$ cat config.mk
export PLATFORM = sky130hd
export DESIGN_NAME = ov7670_cfg_seq_flat
export DESIGN_NICKNAME = d
export VERILOG_FILES = /design/src/rtl/ov7670_pkg.sv /design/src/rtl/ov7670_cfg_seq_if.sv /design/src/rtl/ov7670_cfg_rom.sv /design/src/rtl/ov7670_cfg_seq.sv /design/src/flat_wrapper.sv
export SDC_FILE = /design/constraint.sdc
export NUM_CORES = 1
export LEC_CHECK = 0
export ABC_AREA = 1
export CAP_MARGIN = 10
export CORE_UTILIZATION = 52
export DETAILED_ROUTE_END_ITERATION = 10
export GPL_TIMING_DRIVEN = 0
export HOLD_SLACK_MARGIN = 0.06
export PLACE_DENSITY_LB_ADDON = 0.08
export SYNTH_ARGS = -nofsm -noshare
export SYNTH_HDL_FRONTEND = slang
export SYNTH_HIERARCHICAL = 1
export SYNTH_SLANG_ARGS = --single-unit
$ cat constraint.sdc
create_clock -name sclk -period 1.8 [get_ports sclk]
set_clock_uncertainty 0.1 [all_clocks]
set_input_delay 0.36 -clock sclk [delete_from_list [all_inputs] [get_ports sclk]]
set_output_delay 0.36 -clock sclk [all_outputs]
set_load 0.05 [all_outputs]
$ cat src/rtl/ov7670_pkg.sv
// Shared definitions for the OV7670 power-up and register configuration sequencer.
// Holds the one-hot state encoding, the SCCB write ID and the default timing constants.
package ov7670_pkg;

  localparam logic [7:0] SCCB_WR_ID  = 8'h42;
  localparam int         CNT_W       = 18;
  localparam int         DEF_CFG_LEN = 4;
  localparam int         DEF_PWR_DLY = 150000;
  localparam int         DEF_GAP_DLY = 1000;
  localparam int         DEF_ACK_TMO = 65535;

  typedef enum logic [6:0] {
    PWR_HOLD   = 7'b000_0001,
    RST_SETTLE = 7'b000_0010,
    LOAD       = 7'b000_0100,
    WRITE      = 7'b000_1000,
    GAP        = 7'b001_0000,
    DONE       = 7'b010_0000,
    ERR        = 7'b100_0000
  } state_t;

  function automatic logic is_busy(input state_t s);
    logic b;
    case (s)
      DONE, ERR: b = 1'b0;
      default:   b = 1'b1;
    endcase
    return b;
  endfunction

endpackage

$ cat src/rtl/ov7670_cfg_seq_if.sv
// Write request channel between the configuration sequencer and the SCCB writer.
// The sequencer is the master; the writer answers with a one-cycle wr_done pulse.
interface ov7670_cfg_seq_if;

  logic       wr_en;
  logic [7:0] wr_addr;
  logic [7:0] wr_data;
  logic       wr_done;

  modport master (
    output wr_en,
    output wr_addr,
    output wr_data,
    input  wr_done
  );

  modport slave (
    input  wr_en,
    input  wr_addr,
    input  wr_data,
    output wr_done
  );

endinterface

$ cat src/rtl/ov7670_cfg_rom.sv
// OV7670 register configuration table: combinational lookup of {reg_addr, reg_data}.
// Entry 0 issues a COM7 soft reset; unused indices return 16'hFFFF.
module ov7670_cfg_rom
  import ov7670_pkg::*;
(
  input  logic [7:0]  idx,
  output logic [15:0] entry
);

  // Table lookup
  always_comb begin
    entry = 16'hFFFF;
    case (idx)
      8'd0:    entry = 16'h1280;
      8'd1:    entry = 16'h1101;
      8'd2:    entry = 16'h1204;
      8'd3:    entry = 16'h40D0;
      8'd4:    entry = 16'h8C00;
      8'd5:    entry = 16'h3A04;
      8'd6:    entry = 16'h1418;
      8'd7:    entry = 16'h4FB3;
      8'd8:    entry = 16'h50B3;
      8'd9:    entry = 16'h5100;
      8'd10:   entry = 16'h523D;
      8'd11:   entry = 16'h53A7;
      default: entry = 16'hFFFF;
    endcase
  end

endmodule

$ cat src/rtl/ov7670_cfg_seq.sv
// OV7670 camera bring-up: power-down/reset sequencing, then walks the register table
// through the SCCB writer, one write per table entry with an idle gap in between.
module ov7670_cfg_seq
  import ov7670_pkg::*;
#(
  parameter int CFG_LEN = DEF_CFG_LEN,
  parameter int PWR_DLY = DEF_PWR_DLY,
  parameter int GAP_DLY = DEF_GAP_DLY,
  parameter int ACK_TMO = DEF_ACK_TMO
) (
  input  logic             sclk,
  input  logic             rst_n,
  input  logic             start,
  ov7670_cfg_seq_if.master wr_bus,
  output logic             cam_pwdn,
  output logic             cam_rst_n,
  output logic [7:0]       cfg_idx,
  output logic             busy,
  output logic             cfg_done,
  output logic             cfg_err
);

  localparam logic [CNT_W-1:0] PWR_LAST = CNT_W'(PWR_DLY - 1);
  localparam logic [CNT_W-1:0] GAP_LAST = CNT_W'(GAP_DLY - 1);
  localparam logic [CNT_W-1:0] ACK_LAST = CNT_W'(ACK_TMO - 1);
  localparam logic [CNT_W-1:0] CNT_MAX  = {CNT_W{1'b1}};
  localparam logic [CNT_W-1:0] CNT_ONE  = {{(CNT_W-1){1'b0}}, 1'b1};
  localparam logic [7:0]       IDX_LAST = 8'(CFG_LEN - 1);

  state_t           state_r;
  state_t           state_nxt_s;
  logic [CNT_W-1:0] cnt_r;
  logic [CNT_W-1:0] cnt_nxt_s;
  logic [7:0]       cfg_idx_r;
  logic [7:0]       cfg_idx_nxt_s;
  logic [15:0]      rom_entry_s;
  logic [7:0]       wr_addr_r;
  logic [7:0]       wr_data_r;
  logic             wr_en_r;
  logic             cam_pwdn_r;
  logic             cam_rst_n_r;
  logic             busy_r;
  logic             cfg_done_r;
  logic             cfg_err_r;

  ov7670_cfg_rom u_rom (
    .idx   (cfg_idx_r),
    .entry (rom_entry_s)
  );

  // Next-state, table index and shared delay counter decode
  always_comb begin
    state_nxt_s   = state_r;
    cfg_idx_nxt_s = cfg_idx_r;
    cnt_nxt_s     = cnt_r;
    case (state_r)
      PWR_HOLD: begin
        if (cnt_r == PWR_LAST) state_nxt_s = RST_SETTLE;
        else                   state_nxt_s = PWR_HOLD;
      end
      RST_SETTLE: begin
        if (cnt_r == PWR_LAST) state_nxt_s = LOAD;
        else                   state_nxt_s = RST_SETTLE;
      end
      LOAD: begin
        state_nxt_s = WRITE;
      end
      WRITE: begin
        // An ack on the timeout cycle still wins over the timeout.
        if (wr_bus.wr_done) begin
          if (cfg_idx_r == IDX_LAST) begin
            state_nxt_s = DONE;
          end else begin
            state_nxt_s   = GAP;
            cfg_idx_nxt_s = cfg_idx_r + 8'd1;
          end
        end else if (cnt_r == ACK_LAST) begin
          state_nxt_s = ERR;
        end else begin
          state_nxt_s = WRITE;
        end
      end
      GAP: begin
        if (cnt_r == GAP_LAST) state_nxt_s = LOAD;
        else                   state_nxt_s = GAP;
      end
      DONE, ERR: begin
        if (start) begin
          state_nxt_s   = PWR_HOLD;
          cfg_idx_nxt_s = 8'd0;
        end else begin
          state_nxt_s = state_r;
        end
      end
      default: begin
        state_nxt_s   = PWR_HOLD;
        cfg_idx_nxt_s = 8'd0;
      end
    endcase

    if (state_nxt_s != state_r) cnt_nxt_s = {CNT_W{1'b0}};
    else if (cnt_r == CNT_MAX)  cnt_nxt_s = cnt_r;
    else                        cnt_nxt_s = cnt_r + CNT_ONE;
  end

  // State, counter and index registers
  always_ff @(posedge sclk or negedge rst_n) begin
    if (!rst_n) begin
      state_r   <= PWR_HOLD;
      cnt_r     <= {CNT_W{1'b0}};
      cfg_idx_r <= 8'd0;
    end else begin
      state_r   <= state_nxt_s;
      cnt_r     <= cnt_nxt_s;
      cfg_idx_r <= cfg_idx_nxt_s;
    end
  end

  // Registered outputs, decoded from the next state so they line up with it
  always_ff @(posedge sclk or negedge rst_n) begin
    if (!rst_n) begin
      wr_en_r     <= 1'b0;
      wr_addr_r   <= 8'd0;
      wr_data_r   <= 8'd0;
      cam_pwdn_r  <= 1'b1;
      cam_rst_n_r <= 1'b0;
      busy_r      <= 1'b1;
      cfg_done_r  <= 1'b0;
      cfg_err_r   <= 1'b0;
    end else begin
      wr_en_r     <= (state_r == WRITE) && (state_nxt_s == WRITE);
      if (state_r == LOAD) begin
        wr_addr_r <= rom_entry_s[15:8];
        wr_data_r <= rom_entry_s[7:0];
      end else begin
        wr_addr_r <= wr_addr_r;
        wr_data_r <= wr_data_r;
      end
      cam_pwdn_r  <= (state_nxt_s == PWR_HOLD);
      cam_rst_n_r <= (state_nxt_s != PWR_HOLD);
      busy_r      <= is_busy(state_nxt_s);
      cfg_done_r  <= (state_nxt_s == DONE);
      cfg_err_r   <= (state_nxt_s == ERR);
    end
  end

  assign wr_bus.wr_en   = wr_en_r;
  assign wr_bus.wr_addr = wr_addr_r;
  assign wr_bus.wr_data = wr_data_r;
  assign cam_pwdn       = cam_pwdn_r;
  assign cam_rst_n      = cam_rst_n_r;
  assign cfg_idx        = cfg_idx_r;
  assign busy           = busy_r;
  assign cfg_done       = cfg_done_r;
  assign cfg_err        = cfg_err_r;

endmodule

$ cat src/flat_wrapper.sv
// flat-port wrapper written by rule: the top's interface ports become plain ports
module ov7670_cfg_seq_flat import ov7670_pkg::*;
#(
  parameter int CFG_LEN = DEF_CFG_LEN,
  parameter int PWR_DLY = DEF_PWR_DLY,
  parameter int GAP_DLY = DEF_GAP_DLY,
  parameter int ACK_TMO = DEF_ACK_TMO
)
  (sclk, rst_n, start, cam_pwdn, cam_rst_n, cfg_idx, busy, cfg_done, cfg_err, wr_bus_wr_en, wr_bus_wr_addr, wr_bus_wr_data, wr_bus_wr_done);
  ov7670_cfg_seq_if wr_bus_i ();
  input  logic sclk;
  input  logic rst_n;
  input  logic start;
  output logic cam_pwdn;
  output logic cam_rst_n;
  output logic [7:0] cfg_idx;
  output logic busy;
  output logic cfg_done;
  output logic cfg_err;
  output wire logic [$bits(wr_bus_i.wr_en)-1:0] wr_bus_wr_en;
  output wire logic [$bits(wr_bus_i.wr_addr)-1:0] wr_bus_wr_addr;
  output wire logic [$bits(wr_bus_i.wr_data)-1:0] wr_bus_wr_data;
  input wire logic [$bits(wr_bus_i.wr_done)-1:0] wr_bus_wr_done;
  assign wr_bus_wr_en = wr_bus_i.wr_en;
  assign wr_bus_wr_addr = wr_bus_i.wr_addr;
  assign wr_bus_wr_data = wr_bus_i.wr_data;
  assign wr_bus_i.wr_done = wr_bus_wr_done;
  ov7670_cfg_seq #(.CFG_LEN(CFG_LEN), .PWR_DLY(PWR_DLY), .GAP_DLY(GAP_DLY), .ACK_TMO(ACK_TMO)) u_core (.sclk(sclk), .rst_n(rst_n), .start(start), .wr_bus(wr_bus_i), .cam_pwdn(cam_pwdn), .cam_rst_n(cam_rst_n), .cfg_idx(cfg_idx), .busy(busy), .cfg_done(cfg_done), .cfg_err(cfg_err));
endmodule
# ---- Word level (Yosys, flattened, before mapping)
# Memories as Yosys holds them, arrays and structs flattened.
# Index checks and enable logic that the tools add are counted.
dict set report totals {
  reg_bits 55
  rom_bits 256
  inputBits 4
  wordCells 59
  mem_count 1
}
# name words word_bits rd rd_ports_with_merged_regs wr line
set memory_table {}
lappend memory_table {{(no name shown)} 16 16 1 0 0 ov7670_cfg_rom.sv:13} ;# case (idx)
dict set report classes {
  add_sub_neg 2
  eq_ne 22
  n_mux 16
  n_bitwise 1
  n_reduce_logical 6
}
# cell count
set op_table {}
lappend op_table {{7-bit case mux with 6 select lines} 1}
lappend op_table {{18-bit == test, second input constant} 2}
lappend op_table {{18-bit two-way mux} 2}
lappend op_table {{8-bit two-way mux} 3}
lappend op_table {{8-bit case mux with 3 select lines} 1}
lappend op_table {{7-bit two-way mux} 3}
lappend op_table {{18-bit by 1-bit adder with 18-bit output, second input constant} 1}
lappend op_table {{18-bit by 10-bit == test with 1-bit output, second input constant} 1}
lappend op_table {{18-bit by 16-bit == test with 1-bit output, second input constant} 1}
lappend op_table {{16-bit two-way mux} 1}
lappend op_table {{7-bit by 1-bit == test with 1-bit output, second input constant} 2}
lappend op_table {{7-bit by 4-bit == test with 1-bit output, second input constant} 2}
lappend op_table {{7-bit by 6-bit == test with 1-bit output, second input constant} 2}
lappend op_table {{7-bit == test, second input constant} 2}
lappend op_table {{8-bit by 1-bit adder with 8-bit output, second input constant} 1}
lappend op_table {{8-bit by 2-bit == test with 1-bit output, second input constant} 1}
lappend op_table {{7-bit by 2-bit == test with 1-bit output, second input constant} 1}
lappend op_table {{7-bit by 3-bit == test with 1-bit output, second input constant} 1}
lappend op_table {{7-bit by 5-bit == test with 1-bit output, second input constant} 1}
lappend op_table {{7-bit by 1-bit != test with 1-bit output, second input constant} 1}
lappend op_table {{7-bit != test} 1}
lappend op_table {{6-bit two-way mux} 1}
lappend op_table {{2-bit != test, second input constant} 3}
lappend op_table {{5-bit two-way mux} 1}
lappend op_table {{other kinds (10)} 11}

# ---- Depth between registers and ports, before layout
# Gate-level depths: netlist (run 1).
dict set report logic_depth {
  word_depth 7
  ltp_mapped 13
}

# ---- Modules after synthesis
# Netlist (run 1), hierarchy kept.
# module n_inst cells_each area_per_inst_um2
set by_module_without_submodules {}
lappend by_module_without_submodules {ov7670_cfg_seq 1 380 2976.6}
lappend by_module_without_submodules {ov7670_cfg_rom 1 74 406.6}

# ---- Least setup slack after synthesis (run 1)
# No wires, ideal clock.
dict set report synth_path {
  path_kind {reg-to-reg}
  start {register u_core.cfg_idx_r[1] (netlist: u_core/cfg_idx[1])}
  end {register u_core.cnt_r[17]}
  t_arrival_ns 1.998
  t_required_ns 1.631
  slack_ns -0.367
  stages_incl_launch_ff 11
  path_buffers 1
  synth_period_minus_slack_ns 2.167
  cell_sequence {dfrtp_1 > ha_1 > nand2_1 > nor2_1 > nor2_1 > nand2_2 > nand2_1 > nor2_1 > nand4_4 > buf_6 > nor2_2}
}
dict set report synth_between {
  elab_chain_len 6
  elab_cells_between_ends 7
  cone_classes {3 x eq/ne; 4 x mux}
}
# element line
set synth_rtl {}
lappend synth_rtl {{start, declared} ov7670_cfg_seq.sv:34} ;# logic [7:0] cfg_idx_r;
lappend synth_rtl {{start signal, assigned} ov7670_cfg_seq.sv:115} ;# cfg_idx_r <= cfg_idx_nxt_s;
lappend synth_rtl {{8-bit by 2-bit == test with 1-bit output *} ov7670_cfg_seq.sv:71} ;# if (cfg_idx_r == IDX_LAST) begin
lappend synth_rtl {{6-bit two-way mux *} ov7670_cfg_seq.sv:71}
lappend synth_rtl {{7-bit two-way mux *} ov7670_cfg_seq.sv:70} ;# if (wr_bus.wr_done) begin
lappend synth_rtl {{7-bit case mux with 6 select lines *} ov7670_cfg_seq.sv:56} ;# case (state_r)
lappend synth_rtl {{7-bit != test *} ov7670_cfg_seq.sv:101} ;# if (state_nxt_s != state_r) cnt_nxt_s = {CNT_W{1'b0}};
lappend synth_rtl {{2-bit by 1-bit != test with 1-bit output (no source line) / 18-bit two-way mux (equally long branches)} n/a}
lappend synth_rtl {{end signal, assigned} ov7670_cfg_seq.sv:110} ;# cnt_r <= {CNT_W{1'b0}};
lappend synth_rtl {{end signal, assigned} ov7670_cfg_seq.sv:114} ;# cnt_r <= cnt_nxt_s;
lappend synth_rtl {{end, declared} ov7670_cfg_seq.sv:32} ;# logic [CNT_W-1:0] cnt_r;
# Every way passes the cells marked *; elsewhere a longest branch is shown, timed or not.
# A chain may end at the register's enable or synchronous reset.

# ---- Final worst setup path (run 1)
dict set report layout_path {
  start {register u_core.state_r[1]}
  end {register u_core.cnt_r[13]}
}
dict set report layout_between {
  elab_chain_len 5
  elab_cells_between_ends 13
  cone_classes {9 x eq/ne; 3 x mux; 1 x reduce/logical}
}
# element line
set layout_rtl {}
lappend layout_rtl {{start, declared} ov7670_cfg_seq.sv:30} ;# state_t state_r;
lappend layout_rtl {{start signal, assigned} ov7670_cfg_seq.sv:113} ;# state_r <= state_nxt_s;
lappend layout_rtl {{7-bit by 6-bit == test with 1-bit output / 7-bit == test (equally long branches)} ov7670_cfg_seq.sv:56}
lappend layout_rtl {{2-bit OR reduction} ov7670_cfg_seq.sv:56}
lappend layout_rtl {{7-bit case mux with 6 select lines} ov7670_cfg_seq.sv:56}
lappend layout_rtl {{7-bit != test *} ov7670_cfg_seq.sv:101}
lappend layout_rtl {{2-bit by 1-bit != test with 1-bit output (no source line) / 18-bit two-way mux (equally long branches)} n/a}
# Marked as above.

==> results of run 1 <==
[final timing paths]
check                                              start                  endpoint  depth (start not counted)
worst min-delay path            u_core/wr_bus.wr_addr[5]  u_core/wr_bus.wr_addr[5]                          2
min in group asynchronous                          rst_n          u_core/cnt_r[15]                          2
worst max-delay path                   u_core/state_r[1]          u_core/cnt_r[13]                         10
max in group asynchronous                          rst_n         u_core/cfg_idx[0]                          3
worst max register to register         u_core/state_r[1]          u_core/cnt_r[13]                         10
worst min register to register  u_core/wr_bus.wr_addr[5]  u_core/wr_bus.wr_addr[5]                          2
[worst min-delay path, delay by kind of cell, from the launching register on]
kind	cells	cell delay, ns
and+or+nand+nor	2	0.09
DFF	1	0.35
[sequential cells by signal (all words and copies together), names as in the netlist]
| signal | count |
|---|---|
| u_core/cfg_err | 1 |
| u_core/cfg_done | 1 |
| u_core/state_r | 7 |
| u_core/wr_bus.wr_addr | 8 |
| u_core/wr_bus.wr_en | 1 |
| u_core/busy | 1 |
| u_core/cnt_r | 18 |
| u_core/cam_pwdn | 1 |
| u_core/cfg_idx | 8 |
| u_core/cam_rst_n | 1 |
| u_core/wr_bus.wr_data | 8 |
[layer usage]
metal | global-route usage (%) | up-vias | wire (µm)
met3 | 4.18 | 13 | 367
met4 | 5.52 | 0 | 108
met2 | 35.0 | 84 | 3360
li1 | - | 1578 | -
met1 | 35.3 | 1429 | 3990
met5 | 0 | - | 0
[metrics by stage]
| step | cells | setup TNS (ns) | total power [W] | area (µm²) |
|---|---|---|---|---|
| floorplan | 454 | -0.844 | 0.00126 | 3430 |
| global placement | 564 | -79.28 | 0.00129 | 3860 |
| detailed placement | 565 | -5.31 | 0.00130 | 3870 |
| CTS | 586 | -4.39 | 0.00197 | 4130 |
| global route | 597 | -7.03 | 0.00202 | 4350 |
| finish | 597 | -4.21 | 0.00194 | 4350 |
[cell type report]
class | count | area (µm²) | area share, %
Timing Repair Buffer | 58 | 509 | 11.7
Inverter | 51 | 196 | 4.51
Clock inverter | 3 | 15.0 | 0.345
Buffer | 10 | 92.6 | 2.13
Multi-Input combinational cell | 338 | 1980 | 45.5
Clock buffer | 5 | 68.8 | 1.58
Tap cell | 77 | 96.3 | 2.21
Sequential cell | 55 | 1400 | 32.0
[timing repair]
| action | CTS | global route |
|---|---|---|
| endpoints found under the hold margin | 19 | 0 |
| hold buffers | 1 | 0 |
| gates cloned | 1 | 1 |
| setup endpoints to repair | 56 | 45 |
| gates resized for setup | 59 | 59 |
| pin swaps | 10 | 6 |
| buffers inserted | 11 | 10 |
[placed cells by master (no fill, tap or decap), types with 3 or more instances in the layout]
master	count
a21oi_1	7
nor3_1	3
clkbuf_8	5
clkbuf_2	7
nand3_1	31
ha_4	3
dfrtp_1	42
nor2_1	43
nand3_2	10
dfstp_2	3
dlygate4sd2_1	22
nor2_4	19
o22ai_1	6
nand2_1	119
clkinv_2	3
buf_6	8
inv_2	7
nand4_1	9
xnor2_1	3
buf_4	19
inv_1	43
o21ai_1	4
nor2_2	22
buf_2	3
xor2_1	6
nand2_2	13
o21ai_0	15
dfrtp_2	9
ha_1	7
[report_power, final]
group	switching (W)	internal, W
combinational	0.0000284	0.0000111
clock	0.000402	0.000268
sequential	0	0.00123
total	0.000430	0.00151
[cell families after synthesis]
logic type / after synthesis / synth area share (%)
simple gates: 280 / 38.4
xor+xnor: 9 / 2.33
fa+ha+maj: 10 / 3.70
compound gates: 39 / 6.69
flops: 55 / 40.8
buf+inv: 61 / 8.10
==> metrics, run 1 <==
outcome=complete, but fails checks; failing checks=negative setup slack; largest net degree at the start of global routing=34; CP cell instances=nor2_4 -> nand2_4 -> nor2_2 -> nand2_2 -> a21oi_1 -> nand2_2 -> nor2_4 -> nand4_4 -> clkbuf_16 -> nor2_2; final setup violation count=20; unrepaired setup endpoints after global routing=yes; most common cell in the netlist=nand2_1; Layout Utilization=69.0%; Arr. time, crit path=2.23 ns; Final Max Slew Viols=0; worst slack at placement=-0.338 ns; total CTS buffers=5; Worst-path clk slew=about 0.10 ns; Layout area overhead=28.7%; gpl congestion=0.932; f_max=between 0.4 and 0.5 GHz; All-Layer GR Usage=between 20% and 30%; CTS tree=yes; Mapped Area=3380 µm²; commonest cells in the synthesized netlist=nand2_1 (126), nor2_1 (61), dfrtp_1 (52), inv_1 (46), nand3_1 (41); Vias=just over 3000; Yosys reg bits=55; R2R Setup Slk=-0.28 ns; syn_area_per_cell=7.45 µm²; Async S/R FF share, synth=between 90% and 100%; Peak VDD IR=~0.32 mV; via density per instance=between 5 and 6; Leak=2.12 nW; cell taking the most area after synthesis=dfrtp_1; Die ar.=6830 µm²; # port buffers=33; # rows=29; area share of the largest cell type after synthesis=38.5%; worst-skew pair later-pin latency=0.31 ns; WL/cell=13.1 µm; first-pass GRT wire length=approximately 12 mm; crit-path leading delay family=simple AND/OR/NAND/NOR gates; layout cells sized above 1=28.5%; PwrDens=446 nW/µm²; DR iter-0 viols=225; crit path launch type=flip-flop; DIE HEIGHT=82.7 µm; drt pass-1 iters=4; nets@finish=533; IO Count=34; CP max stage cell=dfrtp_1; Die Width=82.7 µm; final period utilization=116%; Top FF cell, synth=dfrtp_1; Synth Net Count=468; grt ovf=0; worst-path fanout max=7; Fill cells=531; clock sink count=55; min setup slack post-route=-0.280 ns; H-tree depth=2; DR DRC count=0; Routed WL=between 7 and 8 mm; Max-slew headroom=around 64%; Hold WS=0.369 ns; Period minus WS final=approximately 2.1 ns; Initial Utilization=between 50% and 60%; CORE AREA=6310 µm²; Synth Instances=454; slowest cell delay on critical path=between 0.4 and 0.5 ns; critical path capture point type=flip-flop; number of diodes=0; final count of hold timing violations=0; YS warnings=6; number of global-route vias before repair=2689; post-synthesis sequential area ratio=40.8%; Post-DP HPWL=5.54 mm; main area contributors after synthesis=dfrtp_1 (38%), nand2_1 (14%), nor2_1 (6.8%); Final ANT Viol Nets=0; initial antenna violation count=0; slew at the pin closest to its max-slew limit=0.534 ns; CP Class=flip-flop to flip-flop; HP Class=flip-flop to flip-flop; CP Data Required Time=around 2.0 ns; Bufs and invs on worst path=1; Root Buffer=clkbuf_8; Max Cap Viol=0; number of flops mapped to enable cells by yosys=0; Yosys cell types=37; Max Root-Sink Buffers=2
(Power assumes the default switching activity.)
==> run 2, diff against run 1 <==
--- a/config.mk
+++ b/config.mk
@@ -7,7 +7,7 @@
 export LEC_CHECK = 0
 export ABC_AREA = 1
 export CAP_MARGIN = 10
-export CORE_UTILIZATION = 52
+export CORE_UTILIZATION = 30
 export DETAILED_ROUTE_END_ITERATION = 10
 export GPL_TIMING_DRIVEN = 0
 export HOLD_SLACK_MARGIN = 0.06
==> run 2 against run 1 <==
Net effect:
- the run still ends with negative setup slack left
- total power grew 17%
- die area grew 71%
- sequential cell count is the same
- sequential power is essentially flat
- clock power grew 49%
- first-iteration DRC count shrank 58%
- critical path type unchanged
- worst hold slack lost 0.0031 ns
- global-route usage shrank 7.6 points
- register-to-register slack gained 0.03 ns
- critical path depth grew 3
- combinational power grew 4%
- core utilization shrank 27 points
==> metrics, run 2 (synthesis gave the netlist of run 1 again) <==
outcome=complete, but fails checks; failing checks=negative setup slack; Leak=2.16 nW (+1.9%); Max-slew headroom=55.6% (-8.7 points); Sw Pwr=0.000515 W (+20%); crit-path leading delay family=simple AND/OR/NAND/NOR gates; grt ovf=0 (unchanged); gpl congestion=0.907 (-2.7%); M1 WL=4.16 mm (+4.3%); Layout area overhead=37.2%; Die Width=108 µm (+31%); Max Root-Sink Buffers=2 (unchanged); crit path launch type=flip-flop; CP Class=flip-flop to flip-flop; most frequent cells in the layout=nand2_1 (115), inv_1 (41), nor2_1 (40); final setup violation count=21 (+5.0%); final period utilization=114% (-1.7 points); number of diodes=0 (unchanged); Post-DP HPWL=6.11 mm (+10%); DR DRC count=0 (unchanged); IO Count=34 (unchanged); CP cell instances=ha_4 -> inv_2 -> nor2_4 -> buf_4 -> buf_4 -> nand2_2 -> nor2_4 -> nand3_4 -> nand2_1 -> nor2_1 -> nand2_1 -> xor2_1 -> nor2_4; WL/cell=13.0 µm (-0.50%); Worst-path clk slew=0.07 ns (-0.03 ns); Top Layer Used=met4; nets@finish=538 (+0.94%); Final ANT Viol Nets=0 (unchanged); initial antenna violation count=0 (unchanged); CP Data Required Time=1.89 ns (-0.06 ns); min setup slack post-route=-0.249 ns (+0.0313 ns); Final Max Slew Viols=0 (unchanged); R2R Setup Slk=-0.25 ns (+0.03 ns); Peak VDD IR=0.306 mV (-4.4%); Post-Place Cells=628 (+11%); PwrDens=490 nW/µm² (+9.8%); critical path capture point type=flip-flop; Initial Utilization=30.9% (-23 points); CP max stage cell=dfrtp_2; largest net degree at the start of global routing=29 (-15%); DR iter-0 viols=94 (-58%); f_max=0.488 GHz (+1.5%); max reg flops=18 (unchanged); DIE HEIGHT=108 µm (+31%); Reg with most FFs=u_core/cnt_r; most common cell after layout, fill and taps aside=nand2_1; setup tns final=-3.80 ns (+0.409 ns); slowest cell delay on critical path=0.44 ns (-0.02 ns); Routed WL=8.67 mm (+11%); Met3 Routed Length=277 µm (-25%); Power Internal=0.00176 W (+16%); Max Cap Viol=0 (unchanged); unrepaired setup endpoints after global routing=yes; Arr. time, crit path=2.14 ns (-0.09 ns); Layout Utilization=42.4% (-27 points); drt pass-1 iters=4 (unchanged); worst-skew pair later-pin latency=0.30 ns (about the same); met2 wire len=4.10 mm (+22%); Root Buffer=clkbuf_16; slew at the pin closest to its max-slew limit=0.665 ns (+0.131 ns); Bufs and invs on worst path=3 (+2); Most common cell on crit path=nor2_4; power share of the combinational group=1.8% (-0.2 points); Fill cells=1147 (+120%); final count of hold timing violations=0 (unchanged); number of global-route vias before repair=2981 (+11%); Reg power frac=54.2% (-9.3 points); All-Layer GR Usage=16.0% (-7.6 points); clock sink count=55 (unchanged); Vias=3127 (+0.74%); total CTS buffers=5 (unchanged); FF-to-FF Start=u_core/cnt_r[1]; first-pass GRT wire length=14.6 mm (+18%); HP Class=flip-flop to flip-flop; CP startpoint=u_core/cnt_r[1]; H-tree depth=2 (unchanged); layout cells sized above 1=31.8% (+3.3 points); HP Start=u_core/wr_bus.wr_addr[6]; via density per instance=4.70 (-9.6%); Finished Layout Cells=665 (+11%); worst-path fanout max=8 (+1); Clk network pwr share=43.9% (+9.5 points); CTS tree=yes; CORE AREA=10900 µm² (+73%); # rows=38 (+31%); Net Sw Frac=22.6% (+0.51 points); Period minus WS final=2.05 ns (-0.0313 ns); Die ar.=11700 µm² (+71%); # port buffers=33 (unchanged)
run 2: cell count changes in the layout (fill, tap and decap cells not counted), moves of 3 or more:
cell       previous run  this run
clkbuf_8              5         0
nor2_4               19        29
nor2_2               22        15
clkbuf_16             1         5
dfrtp_1              42        36
dfrtp_2               9        15
nand2_2              13        17
nand2_1             119       115
nor2_1               43        40
buf_4                19        23
run 2: tightest hold or removal path, cell delays in order, from the launching register on:
cell and delay [ns]:
dfrtp_1 0.34, nand2_1 0.05, nand2_1 0.04
run 2: repair_timing:
| item | 4_1_cts | 5_1_grt |
|---|---|---|
| pin swaps | 19 | 25 |
| endpoints found under the setup margin | 66 | 33 |
| buffers inserted | 14 | 14 |
| hold buffers | 1 | 0 |
| cloned | 1 | 1 |
| resized for setup | 82 | 55 |
| endpoints found under the hold margin | 27 | 0 |
run 2: final timing paths:
kind	endpoint	cells past startpoint
max	u_core/cnt_r[14]	13
min	u_core/wr_bus.wr_addr[6]	2
max reg2reg	u_core/cnt_r[14]	13
min reg2reg	u_core/wr_bus.wr_addr[6]	2
max in group asynchronous	u_core/state_r[0]	3
min in group asynchronous	u_core/wr_bus.wr_addr[3]	2
run 2: cell type report:
class                   instances  area, µm²  share of cell area, %
well taps                     140        175                   3.77
repair buffers                 65        591                   12.7
multi-input cells             338       2050                   44.2
plain buffers                   8       82.6                   1.78
inverters                      51        196                   4.23
clock buffers                   5        125                   2.70
clock inverters                 3       20.0                  0.431
flip-flops and latches         55       1400                   30.2
run 2: metrics by stage:
| step | power (W) | hold slack (ns) | setup slack [ns] | instance area (µm²) |
|---|---|---|---|---|
| 2_1_floorplan | 0.00126 | -0.0356 | -0.0845 | 3430 |
| 4_1_cts | 0.00232 | 0.373 | -0.279 | 4380 |
| 3_3_place_gp | 0.00130 | 0.354 | -1.99 | 3940 |
| 3_5_place_dp | 0.00130 | 0.338 | -0.390 | 3950 |
| 5_1_grt | 0.00238 | 0.393 | -0.389 | 4640 |
| 6_report | 0.00228 | 0.365 | -0.249 | 4640 |
run 2: routing by layer:
layer	vias up	global-route usage (%)
met5	-	0
met4	0	5.77
met3	11	2.77
met2	51	26.1
met1	1484	21.2
li1	1581	-
run 2: power by group through the flow:
stage                     clock network [W]   logic [W]  registers, W
after floorplan                           0  0.00000310       0.00126
after global placement                    0   0.0000378       0.00126
after detailed placement                  0   0.0000423       0.00126
after CTS                           0.00105   0.0000440       0.00123
after global routing                0.00110   0.0000490       0.00123
final                               0.00100   0.0000412       0.00123
==> run 3, diff against run 2 <==
--- a/config.mk
+++ b/config.mk
@@ -11,6 +11,7 @@
 export DETAILED_ROUTE_END_ITERATION = 10
 export GPL_TIMING_DRIVEN = 0
 export HOLD_SLACK_MARGIN = 0.06
+export MAX_ROUTING_LAYER = met4
 export PLACE_DENSITY_LB_ADDON = 0.08
 export SYNTH_ARGS = -nofsm -noshare
 export SYNTH_HDL_FRONTEND = slang
==> run 3 against run 2 <==
Net effect:
- the run still ends with negative setup slack left
- core utilization stayed put
- wire length hardly changed
- die area stayed put
- cell count stayed put
- count of clock-buffer cells in the layout stayed put
- design area stayed put
- largest power group unchanged
- via count is 0.54% lower
- maximum frequency is 0.32% lower
- critical path type unchanged
- worst setup slack worse by 0.0065 ns
- critical path depth stayed put
==> metrics, run 3 (synthesis gave the netlist of run 1 again) <==
outcome=complete, but fails checks; failing checks=negative setup slack; Die Width=108 µm (unchanged); Net Sw Frac=22.6% (about the same); number of global-route vias before repair=2981 (unchanged); Most common cell on crit path=nor2_4; CP startpoint=u_core/cnt_r[1]; Max Cap Viol=0 (unchanged); final period utilization=114% (+0.36 points); H-tree depth=2 (unchanged); CP max stage cell=dfrtp_2; M1 WL=4.20 mm (+0.84%); min setup slack post-route=-0.256 ns (-0.00655 ns); nets@finish=538 (unchanged); Worst-path clk slew=0.07 ns (about the same); Critical R2R Capture=u_core/cnt_r[14]; R2R Setup Slk=-0.26 ns (about the same); Fill cells=1147 (unchanged); power share of the combinational group=1.8% (about the same); Period minus WS final=2.06 ns (+0.00655 ns); HP Class=flip-flop to flip-flop; Final Max Slew Viols=0 (unchanged); Arr. time, crit path=2.15 ns (about the same); number of diodes=0 (unchanged); crit-path leading delay family=simple AND/OR/NAND/NOR gates; Sw Pwr=0.000515 W (about the same); CP cell instances=ha_4 -> inv_2 -> nor2_4 -> buf_4 -> buf_4 -> nand2_2 -> nor2_4 -> nand3_4 -> nand2_1 -> nor2_1 -> nand2_1 -> xor2_1 -> nor2_4; Die ar.=11700 µm² (unchanged); All-Layer GR Usage=16.5% (+0.48 points); gpl congestion=0.923 (+1.7%); layout cells sized above 1=31.8% (unchanged); R2R depth=13 (unchanged); critical path capture point type=flip-flop; Clk network pwr share=43.9% (about the same); final setup violation count=21 (unchanged); Top Layer Used=met4; first-pass GRT wire length=14.6 mm (about the same); grt ovf=0 (unchanged); Met3 Routed Length=244 µm (-12%); Reg with most FFs=u_core/cnt_r; Bufs and invs on worst path=3 (unchanged); WL/cell=13.0 µm (about the same); Root Buffer=clkbuf_16; largest net degree at the start of global routing=29 (unchanged); worst-path fanout max=8 (unchanged); worst-skew pair later-pin latency=0.30 ns (about the same); crit path launch type=flip-flop; WHS Path Cells=2 (unchanged); most frequent cells in the layout=nand2_1 (115), inv_1 (41), nor2_1 (40); met2 wire len=4.11 mm (about the same); PwrDens=490 nW/µm² (about the same); Total Power=0.00228 W (about the same); via density per instance=4.68 (-0.54%); initial antenna violation count=0 (unchanged); clock sink count=55 (unchanged); Routed WL=8.67 mm (about the same); DR iter-0 viols=96 (+2.1%); Max Root-Sink Buffers=2 (unchanged); unrepaired setup endpoints after global routing=yes; Reg power frac=54.3% (about the same); Max-slew headroom=55.7% (about the same); Initial Utilization=30.9% (unchanged); CP Class=flip-flop to flip-flop; total CTS buffers=5 (unchanged); slew at the pin closest to its max-slew limit=0.665 ns (-0.0000314 ns); Final ANT Viol Nets=0 (unchanged); DIE HEIGHT=108 µm (unchanged); DP Area=3950 µm² (unchanged); f_max=0.486 GHz (-0.32%); drt pass-1 iters=4 (unchanged); Peak VDD IR=0.305 mV (-0.20%); CORE AREA=10900 µm² (unchanged); DR DRC count=0 (unchanged); IO Count=34 (unchanged); CTS tree=yes; # port buffers=33 (unchanged); FF-to-FF Start=u_core/cnt_r[1]; CP Data Required Time=1.89 ns (about the same); final count of hold timing violations=0 (unchanged); Power Internal=0.00176 W (unchanged); post-route cell area=4640 µm² (unchanged); CP Capture Point=u_core/cnt_r[14]; slowest cell delay on critical path=0.44 ns (about the same); # rows=38 (unchanged); instance count on the critical path=13 (unchanged); Leak=2.16 nW (unchanged); Layout area overhead=37.2% (unchanged); max reg flops=18 (unchanged); most common cell after layout, fill and taps aside=nand2_1; Vias=3110 (-0.54%); Post-DP HPWL=6.11 mm (unchanged)
[run 3: cell counts in the layout (fill, tap and decap cells not counted)]
Identical to the previous run, type by type.
[run 3: worst register-to-register path: stages, from the launching register on]
cell,delay (ns)
dfrtp_2,0.44
ha_4,0.18
inv_2,0.06
nor2_4,0.04
buf_4,0.13
buf_4,0.12
nand2_2,0.09
nor2_4,0.05
nand3_4,0.14
nand2_1,0.07
nor2_1,0.15
nand2_1,0.10
xor2_1,0.23
nor2_4,0.06
[run 3: per-stage QoR]
stage	setup TNS (ns)	instances	hold slack, ns	util (%)	setup slack, ns
floorplan	-0.844	454	-0.0356	-	-0.0845
global placement	-94.79	627	0.354	36.0	-1.99
detailed placement	-7.45	628	0.338	36.2	-0.390
CTS	-4.10	651	0.373	40.1	-0.279
global route	-7.15	665	0.393	42.4	-0.389
finish	-3.86	665	0.365	42.4	-0.256
[run 3: area by class of cell]
class | instances | area (µm²) | share of cell area, %
Buffer | 8 | 82.6 | 1.78
Clock buffer | 5 | 125 | 2.70
Clock inverter | 3 | 20.0 | 0.431
Inverter | 51 | 196 | 4.23
Multi-Input combinational cell | 338 | 2050 | 44.2
Sequential cell | 55 | 1400 | 30.2
Tap cell | 140 | 175 | 3.77
Timing Repair Buffer | 65 | 591 | 12.7
[run 3: how the worst min path moves through the flow]
stage,startpoint,to
2_1_floorplan,rst_n,u_core/cam_rst_n
3_3_place_gp,u_core/wr_bus.wr_addr[0],u_core/wr_bus.wr_addr[0]
3_5_place_dp,rst_n,u_core/wr_bus.wr_addr[3]
4_1_cts,u_core/wr_bus.wr_addr[3],u_core/wr_bus.wr_addr[3]
5_1_grt,u_core/wr_bus.wr_addr[6],u_core/wr_bus.wr_addr[6]
6_report,u_core/wr_bus.wr_addr[6],u_core/wr_bus.wr_addr[6]
[run 3: layer usage]
layer | vias up | global-route usage [%]
met3 | 7 | 2.77
met4 | 0 | 5.77
met2 | 36 | 26.1
met5 | - | -
li1 | 1582 | -
met1 | 1485 | 21.2
[run 3: power by group through the flow]
stage | clock network, W | logic [W] | registers [W]
finish | 0.00100 | 0.0000412 | 0.00123
global route | 0.00110 | 0.0000490 | 0.00123
CTS | 0.00105 | 0.0000440 | 0.00123
detailed placement | 0 | 0.0000423 | 0.00126
global placement | 0 | 0.0000378 | 0.00126
floorplan | 0 | 0.00000310 | 0.00126
[run 3: repair_timing]
| action | CTS | global route |
|---|---|---|
| pin swaps | 19 | 25 |
| setup endpoints to repair | 66 | 33 |
| endpoints found under the hold margin | 27 | 0 |
| buffers inserted | 14 | 14 |
| cloned | 1 | 1 |
| gates resized for setup | 82 | 55 |
| hold buffers | 1 | 0 |
